[src/rtl/alu_client_pkg.sv]
// Shared opcode and FSM encodings for the ALU client and its bench.
// Also provides the helper that says whether an opcode's carry flag is meaningful.
package alu_client_pkg;

    localparam int unsigned CmdW    = 3;
    localparam int unsigned DataW   = 4;
    localparam int unsigned CountW  = 8;
    localparam int unsigned LatCntW = 3;

    typedef enum logic [CmdW-1:0] {
        CmdAdd = 3'b000,
        CmdSub = 3'b001,
        CmdNot = 3'b010,
        CmdAnd = 3'b011,
        CmdOr  = 3'b100,
        CmdXor = 3'b101,
        CmdLt  = 3'b110,
        CmdEq  = 3'b111
    } alu_cmd_e;

    typedef enum logic [1:0] {
        StIdle  = 2'd0,
        StDrive = 2'd1,
        StResp  = 2'd2
    } state_e;

    // Only add and sub produce a carry worth comparing.
    function automatic logic cmd_has_carry(logic [CmdW-1:0] cmd);
        return (cmd == CmdAdd) || (cmd == CmdSub);
    endfunction

endpackage

[src/rtl/alu_golden.sv]
// Combinational reference ALU used to judge the external ALU's answers.
module alu_golden
    import alu_client_pkg::*;
(
    input  logic [CmdW-1:0]  cmd_i,
    input  logic [DataW-1:0] a_i,
    input  logic [DataW-1:0] b_i,
    output logic [DataW-1:0] s_o,
    output logic             c_o
);

    always_comb begin
        s_o = '0;
        c_o = 1'b0;
        unique case (alu_cmd_e'(cmd_i))
            CmdAdd: {c_o, s_o} = {1'b0, a_i} + {1'b0, b_i};
            // Subtract as add of the two's complement; b=0 gives no carry.
            CmdSub: {c_o, s_o} = {1'b0, a_i} + {1'b0, 4'(~b_i + 4'd1)};
            CmdNot: s_o = ~a_i;
            CmdAnd: s_o = a_i & b_i;
            CmdOr:  s_o = a_i | b_i;
            CmdXor: s_o = a_i ^ b_i;
            CmdLt:  s_o = {3'b000, ($signed(a_i) < $signed(b_i))};
            CmdEq:  s_o = {3'b000, (a_i == b_i)};
            default: begin
                s_o = '0;
                c_o = 1'b0;
            end
        endcase
    end

endmodule

[src/rtl/alu_client.sv]
// Issues one request at a time to an external ALU, waits ALU_LAT+1 cycles,
// captures its answer against a golden model and counts operations and errors.
module alu_client
    import alu_client_pkg::*;
#(
    parameter int unsigned ALU_LAT = 1
) (
    input  logic              clk,
    input  logic              rst,
    input  logic              req_valid,
    output logic              req_ready,
    input  logic [CmdW-1:0]   req_cmd,
    input  logic [DataW-1:0]  req_a,
    input  logic [DataW-1:0]  req_b,
    output logic [CmdW-1:0]   alu_cmd,
    output logic [DataW-1:0]  alu_a,
    output logic [DataW-1:0]  alu_b,
    input  logic [DataW-1:0]  alu_ans,
    input  logic              alu_ovf,
    output logic              rsp_valid,
    input  logic              rsp_ready,
    output logic [DataW-1:0]  rsp_ans,
    output logic              rsp_ovf,
    output logic              rsp_mismatch,
    output logic [CountW-1:0] op_count,
    output logic [CountW-1:0] err_count
);

    localparam logic [LatCntW-1:0] LastCnt = LatCntW'(ALU_LAT);

    state_e              state_q, state_d;
    logic [LatCntW-1:0]  cnt_q, cnt_d;
    logic [CmdW-1:0]     cmd_q, cmd_d;
    logic [DataW-1:0]    a_q, a_d, b_q, b_d;
    logic [DataW-1:0]    ans_q, ans_d;
    logic                ovf_q, ovf_d, mis_q, mis_d;
    logic [CountW-1:0]   op_q, op_d, err_q, err_d;

    logic [DataW-1:0]    gold_s;
    logic                gold_c;
    logic                mismatch;

    alu_golden u_golden (
        .cmd_i (cmd_q),
        .a_i   (a_q),
        .b_i   (b_q),
        .s_o   (gold_s),
        .c_o   (gold_c)
    );

    assign mismatch = (alu_ans != gold_s) || (cmd_has_carry(cmd_q) && (alu_ovf != gold_c));

    always_comb begin
        state_d = state_q;
        cnt_d   = cnt_q;
        cmd_d   = cmd_q;
        a_d     = a_q;
        b_d     = b_q;
        ans_d   = ans_q;
        ovf_d   = ovf_q;
        mis_d   = mis_q;
        op_d    = op_q;
        err_d   = err_q;
        unique case (state_q)
            StIdle: begin
                if (req_valid) begin
                    cmd_d   = req_cmd;
                    a_d     = req_a;
                    b_d     = req_b;
                    cnt_d   = '0;
                    state_d = StDrive;
                end
            end
            StDrive: begin
                if (cnt_q == LastCnt) begin
                    ans_d   = alu_ans;
                    ovf_d   = alu_ovf;
                    mis_d   = mismatch;
                    state_d = StResp;
                end else begin
                    cnt_d = cnt_q + 3'd1;
                end
            end
            StResp: begin
                if (rsp_ready) begin
                    op_d = op_q + 8'd1;
                    if (mis_q && (err_q != 8'hFF)) begin
                        err_d = err_q + 8'd1;
                    end
                    state_d = StIdle;
                end
            end
            default: state_d = StIdle;
        endcase
    end

    always_ff @(posedge clk or posedge rst) begin
        if (rst) begin
            state_q <= StIdle;
            cnt_q   <= '0;
            cmd_q   <= '0;
            a_q     <= '0;
            b_q     <= '0;
            ans_q   <= '0;
            ovf_q   <= 1'b0;
            mis_q   <= 1'b0;
            op_q    <= '0;
            err_q   <= '0;
        end else begin
            state_q <= state_d;
            cnt_q   <= cnt_d;
            cmd_q   <= cmd_d;
            a_q     <= a_d;
            b_q     <= b_d;
            ans_q   <= ans_d;
            ovf_q   <= ovf_d;
            mis_q   <= mis_d;
            op_q    <= op_d;
            err_q   <= err_d;
        end
    end

    assign req_ready    = (state_q == StIdle);
    assign rsp_valid    = (state_q == StResp);
    assign alu_cmd      = cmd_q;
    assign alu_a        = a_q;
    assign alu_b        = b_q;
    assign rsp_ans      = ans_q;
    assign rsp_ovf      = ovf_q;
    assign rsp_mismatch = mis_q;
    assign op_count     = op_q;
    assign err_count    = err_q;

endmodule

[config.mk]
export PLATFORM = sky130hd
export DESIGN_NAME = alu_client
export DESIGN_NICKNAME = d
export VERILOG_FILES = /design/src/rtl/alu_client_pkg.sv /design/src/rtl/alu_golden.sv /design/src/rtl/alu_client.sv
export SDC_FILE = /design/constraint.sdc
export NUM_CORES = 1
export LEC_CHECK = 0
export CORE_MARGIN = 4
export CORE_UTILIZATION = 30
export CTS_BUF_LIST = sky130_fd_sc_hd__clkbuf_4 sky130_fd_sc_hd__clkbuf_8 sky130_fd_sc_hd__clkbuf_16
export CTS_CLUSTER_DIAMETER = 150
export DETAILED_ROUTE_END_ITERATION = 8
export DONT_BUFFER_PORTS = 1
export GPL_ROUTABILITY_DRIVEN = 0
export SLEW_MARGIN = 0
export SYNTH_ARGS = -nofsm -noshare
export SYNTH_HDL_FRONTEND = slang
export SYNTH_SLANG_ARGS = --single-unit
[constraint.sdc]
create_clock -name clk -period 6.4 [get_ports clk]
set_input_delay 1.28 -clock clk [delete_from_list [all_inputs] [get_ports clk]]
set_output_delay 1.28 -clock clk [all_outputs]
set_load 0.01 [all_outputs]
# == After elaboration in Yosys (flattened, before gate mapping) ==
# Cells that the tools add are included.
# op_classes
n_addsub,6
magnitude_cmp,1
eq_ne,18
n_mux,9
bitwise_logic,5
n_reduce_logical,13
# ops
cell,count
case mux 4 bit (8 select lines),1
adder 8 x 1 -> 8 bit (second input constant),2
== test 3 bit (second input constant),4
adder 4 x 4 -> 5 bit,2
AND reduction 3 bit,3
inequality test 8 bit (second input constant),1
inverter 4 bit,2
== test 3 x 1 -> 1 bit (second input constant),2
== test 3 x 2 -> 1 bit (second input constant),2
2-to-1 mux 2 bit,3
2-to-1 mux 3 bit,2
inequality test 2 bit (second input constant),3
case mux 2 bit (3 select lines),1
case mux 3 bit (2 select lines),1
AND reduction 2 bit,3
adder 4 x 1 -> 4 bit (second input constant),1
bitwise AND 4 bit,1
== test 4 bit,1
< comparator 4 bit,1
inequality test 4 bit,1
bitwise OR 4 bit,1
XOR 4 bit,1
adder 3 x 1 -> 3 bit (second input constant),1
logical NOT 3 bit,1
other kinds (9),11
# totals
reg_bits,38
inputBits,20
out_inout_bits,35
wordCells,62

# == Longest topological paths before layout ==
# depth
ltp_word,7
depth_mapped,10
mapped_depth_nobuf,10

# == Cells and area by module ==
# From an unflattened synthesis, not the netlist that was laid out.
# unflattened
cells_unflattened,229
area_unflattened_um2,2447.3
# by_module_without_submodules
module,instances,cells_per_inst,area_per_inst_um2,seq_area_each_um2
alu_client,1,138,1750.4,950.9
alu_golden,1,91,696.9,0.0

# == Least setup slack after synthesis ==
# OpenSTA, ideal clock, no wires.
# synth_timing
kind,reg2reg
from,register b_q[1] (netlist: alu_b[1])
to,register mis_q (netlist: rsp_mismatch)
setup_ps,141
arrival_time_ps,2416
required_time_ps,6259
setup_slack_ps,3843
stages_incl_launch_ff,10
n_path_buf,0
synth_period_minus_slack_ps,2557
cell_sequence,dfrtp_1 inv_1 ha_1 fa_1 mux2_4 a221o_1 o31ai_2 o221ai_2 nor4bb_1 a41oi_1
# synth_between
elab_chain_cells,7
word_cells_on_any_way,15
# synth_rtl
element,line_no,source
start: declaration,alu_client.sv:34,"logic [DataW-1:0] a_q, a_d, b_q, b_d;"
start signal: assignment,alu_client.sv:103,b_q <= '0;
start signal: assignment,alu_client.sv:114,b_q <= b_d;
"parallel branches: the longest is 6 deep, another holds adder 4 x 4 -> 5 bit",-,
logical OR 1 bit *,alu_client.sv:51,assign mismatch = (alu_ans != gold_s) || (cmd_has_carry(cmd_q) && (alu_ovf != gold_c));
end signal: assignment,alu_client.sv:117,mis_q <= mis_d;
end: declaration,alu_client.sv:36,"logic ovf_q, ovf_d, mis_q, mis_d;"
# Every way passes the cells marked *.
# A chain may end at the register's enable or synchronous reset.

# == Final worst setup path ==
# Same ends and word-level chain as after synthesis.

==> results by group <==
Run status
  – Status: finished, final reports clean

CTS
  – Hold buffer count at CTS: 0
  – Post-cts resize count: 0
  – Worst-path clk slew: 0.08 ns
  – Root buffer cell: clkbuf_8
  – Worst-Skew Late Latency: 0.29 ns
  – TritonCTS Buffers: 5
  – CTS tree: built
  – Clock buffer depth: 2
  – Post-CTS setup buffer count: 0
  – CTS HTree Levels: 2
  – CTS sink count: 38

Final layout
  – Design area: 0.00255 mm^2
  – Share of cells above drive strength 1: 0.110
  – Antenna Cells: 0
  – Layout net count: 269
  – Area Growth Syn to Fin: 9.68%

Yosys
  – Yosys cell types: 50
  – Synth Area in Simple Gates: 0.146
  – Yosys warning total: 0
  – Syn nets: 269
  – Mux contribution to synthesized area: 0.0538
  – Synth top area cells: dfrtp_1 41%, ha_1 11%, xnor2_1 4.5%, mux2_2 3.9%, xor2_1 3.8%
  – Syn_area_per_cell: 10.3 um^2
  – Synth cell count leaders: 38 x dfrtp_1, 21 x nand2_1, 20 x ha_1
  – Count leader, synth: dfrtp_1
  – Most used DFF post-synth: dfrtp_1
  – Post-Synthesis Cells: 227
  – Synth Area in Adders: 0.125
  – Post-synth EDFFs: 0
  – Yosys top cell by area: dfrtp_1
  – Compound-Gate Fraction of Synth Area: 0.140
  – Synth Cell Area: 0.00233 mm^2
  – Post-synthesis sequential area ratio: 0.409
  – Seq cells post-synth: 38
  – Share of the synthesized area in the top cell type: 0.409
  – Async SR Flop Fraction: 1.00
  – Largest family of logic cells by synthesized area: simple AND/OR/NAND/NOR gates
  – Post-Synth XOR/XNOR Area: 0.0828

Detailed routing
  – Via Count: 1,651
  – Routed Antenna Nets: 0
  – Overall routed net length: 5.22 mm
  – DR iter-0 viols: 86
  – TritonRoute pass-1 iters: 4
  – Met3 routed WL: 363 um
  – DRC viols: 0
  – Top Metal Used: met4
  – Routed met2 length: 2.35 mm
  – Routed len/inst: 16.0 um
  – WL met1: 2.37 mm
  – Via density: 5.05

Global routing
  – GRT Util Overall: 0.121
  – Number of global-route vias before repair: 1,684
  – Pin count of the biggest net entering global routing: 39
  – Initial antenna violation count: 0
  – Grt total ovfl: 0
  – Global-route wire length before repair: 8.58 mm

Floorplan
  – Initial cell density of the core: 0.314
  – Die Width: 96.1 um
  – FP Rows: 31
  – Die outline height: 96.1 um
  – Ports: 55
  – Core area: 0.00741 mm^2
  – Die area: 0.00923 mm^2

Timing
  – Worst-margin pin slew: 0.720 ns
  – Final Slew Violations: 0
  – Slew headroom: 0.520
  – Final hold violations: 0
  – Fmax: 364 MHz
  – Final setup TNS: 0 ns
  – Final setup fails: 0
  – RSZ-0062 raised after global routing: no
  – Clk_skew: 0.00848 ns
  – Crit path time final: 2.75 ns
  – Post-route clock period utilization: 0.429

Power
  – Leakage: 1.16 nW
  – Max VDD drop: 0.000151 V
  – Power per Cell Area: 545 mW/mm^2

Min path
  – Min-delay worst type: reg2reg
  – Origin of the worst min-delay path: cnt_q[2]
  – Hold path cells: 2
  – Worst Hold Path EP: cnt_q[2]

Critical path
  – R2r setup slk: 3.65 ns
  – Max FO, Critical Path: 5
  – Critical path type: reg2reg
  – Worst r2r dst: rsp_mismatch
  – RR Startpoint: alu_b[1]
  – Crit end category: register
  – Worst EP required: 6.56 ns
  – Critical path launch point type: register
  – R2R depth: 9
  – CP Data Arrival Time: 2.91 ns

Placement
  – Post-place instance area: 0.00241 mm^2
  – IO buf count: 0
  – Dpl hpwl: 3.94 mm

Flow run
  – Max-cap violations: 0
-- final cells by class --
class                   count  area [um^2]
fillers                   733         4860
multi-input cells         165         1270
flip-flops and latches     38          951
well taps                  99          124
clock buffers               5         68.8
clock inverters             3         68.8
inverters                  16         60.1
repair buffers              1         7.51
-- critical path: stages, from the launching register on --
cell,delay [ns]
dfrtp_1,0.45
inv_1,0.15
ha_1,0.34
fa_1,0.46
mux2_4,0.27
a221o_1,0.31
o31ai_2,0.08
o221ai_2,0.12
nor4bb_1,0.28
a41oi_1,0.15
-- per-layer routing --
layer | track usage | vias to the layer above
met1 | 0.155 | 797
met2 | 0.182 | 45
met4 | 0.0604 | 0
met3 | 0.0391 | 12
met5 | 0 | -
li1 | - | 797
-- layout by cell type (no fill, tap or decap), drive strengths merged, types with 5 or more instances in the layout --
cell / instances
dfrtp: 38
mux2: 9
xnor2: 12
a21oi: 9
xor2: 10
nor3: 7
inv: 16
nor2: 8
o21ai: 13
clkbuf: 5
ha: 20
nor2b: 5
nand2: 21
a21o: 5
-- flip-flops by register name, summed over array words and instances, names as in the netlist --
| name | flops |
|---|---|
| alu_a | 4 |
| err_count | 8 |
| state_q | 2 |
| rsp_ovf | 1 |
| rsp_ans | 4 |
| alu_b | 4 |
| rsp_mismatch | 1 |
| alu_cmd | 3 |
| cnt_q | 3 |
| op_count | 8 |
-- worst max path at each step --
stage,from,to,slack [ns],depth (start not counted)
6_report,alu_b[1],rsp_mismatch,3.65,9
3_3_place_gp,alu_b[0],rsp_mismatch,3.72,9
4_1_cts,alu_b[1],rsp_mismatch,3.66,9
5_1_grt,alu_b[0],rsp_mismatch,3.49,9
3_5_place_dp,alu_b[1],rsp_mismatch,3.69,9
2_1_floorplan,alu_b[1],rsp_mismatch,3.84,9
-- kinds of logic after synthesis --
group / count (synthesis)
multiplexers: 11
adder cells (fa/ha/maj): 22
XOR/XNOR: 22
AND/OR/NAND/NOR: 63
AO/OA/AOI/OAI: 47
buffers and inverters: 24
flip-flops: 38
-- power by group --
part | switching, mW | total, mW | internal (mW)
Sequential | 0.179 | 0.499 | 0.320
Clock | 0.0934 | 0.250 | 0.156
Combinational | 0.327 | 0.642 | 0.315
-- per-stage QoR --
stage,total power [mW],utilization,instances,hold WS [ns],worst slack (ns)
2_1_floorplan,1.00,-,227,0.483,3.84
3_3_place_gp,1.13,0.326,319,0.510,3.72
3_5_place_dp,1.15,0.326,319,0.515,3.69
4_1_cts,1.41,0.345,327,0.536,3.66
5_1_grt,1.52,0.345,327,0.571,3.49
6_report,1.39,0.345,327,0.528,3.65
(Power assumes the default switching activity.)
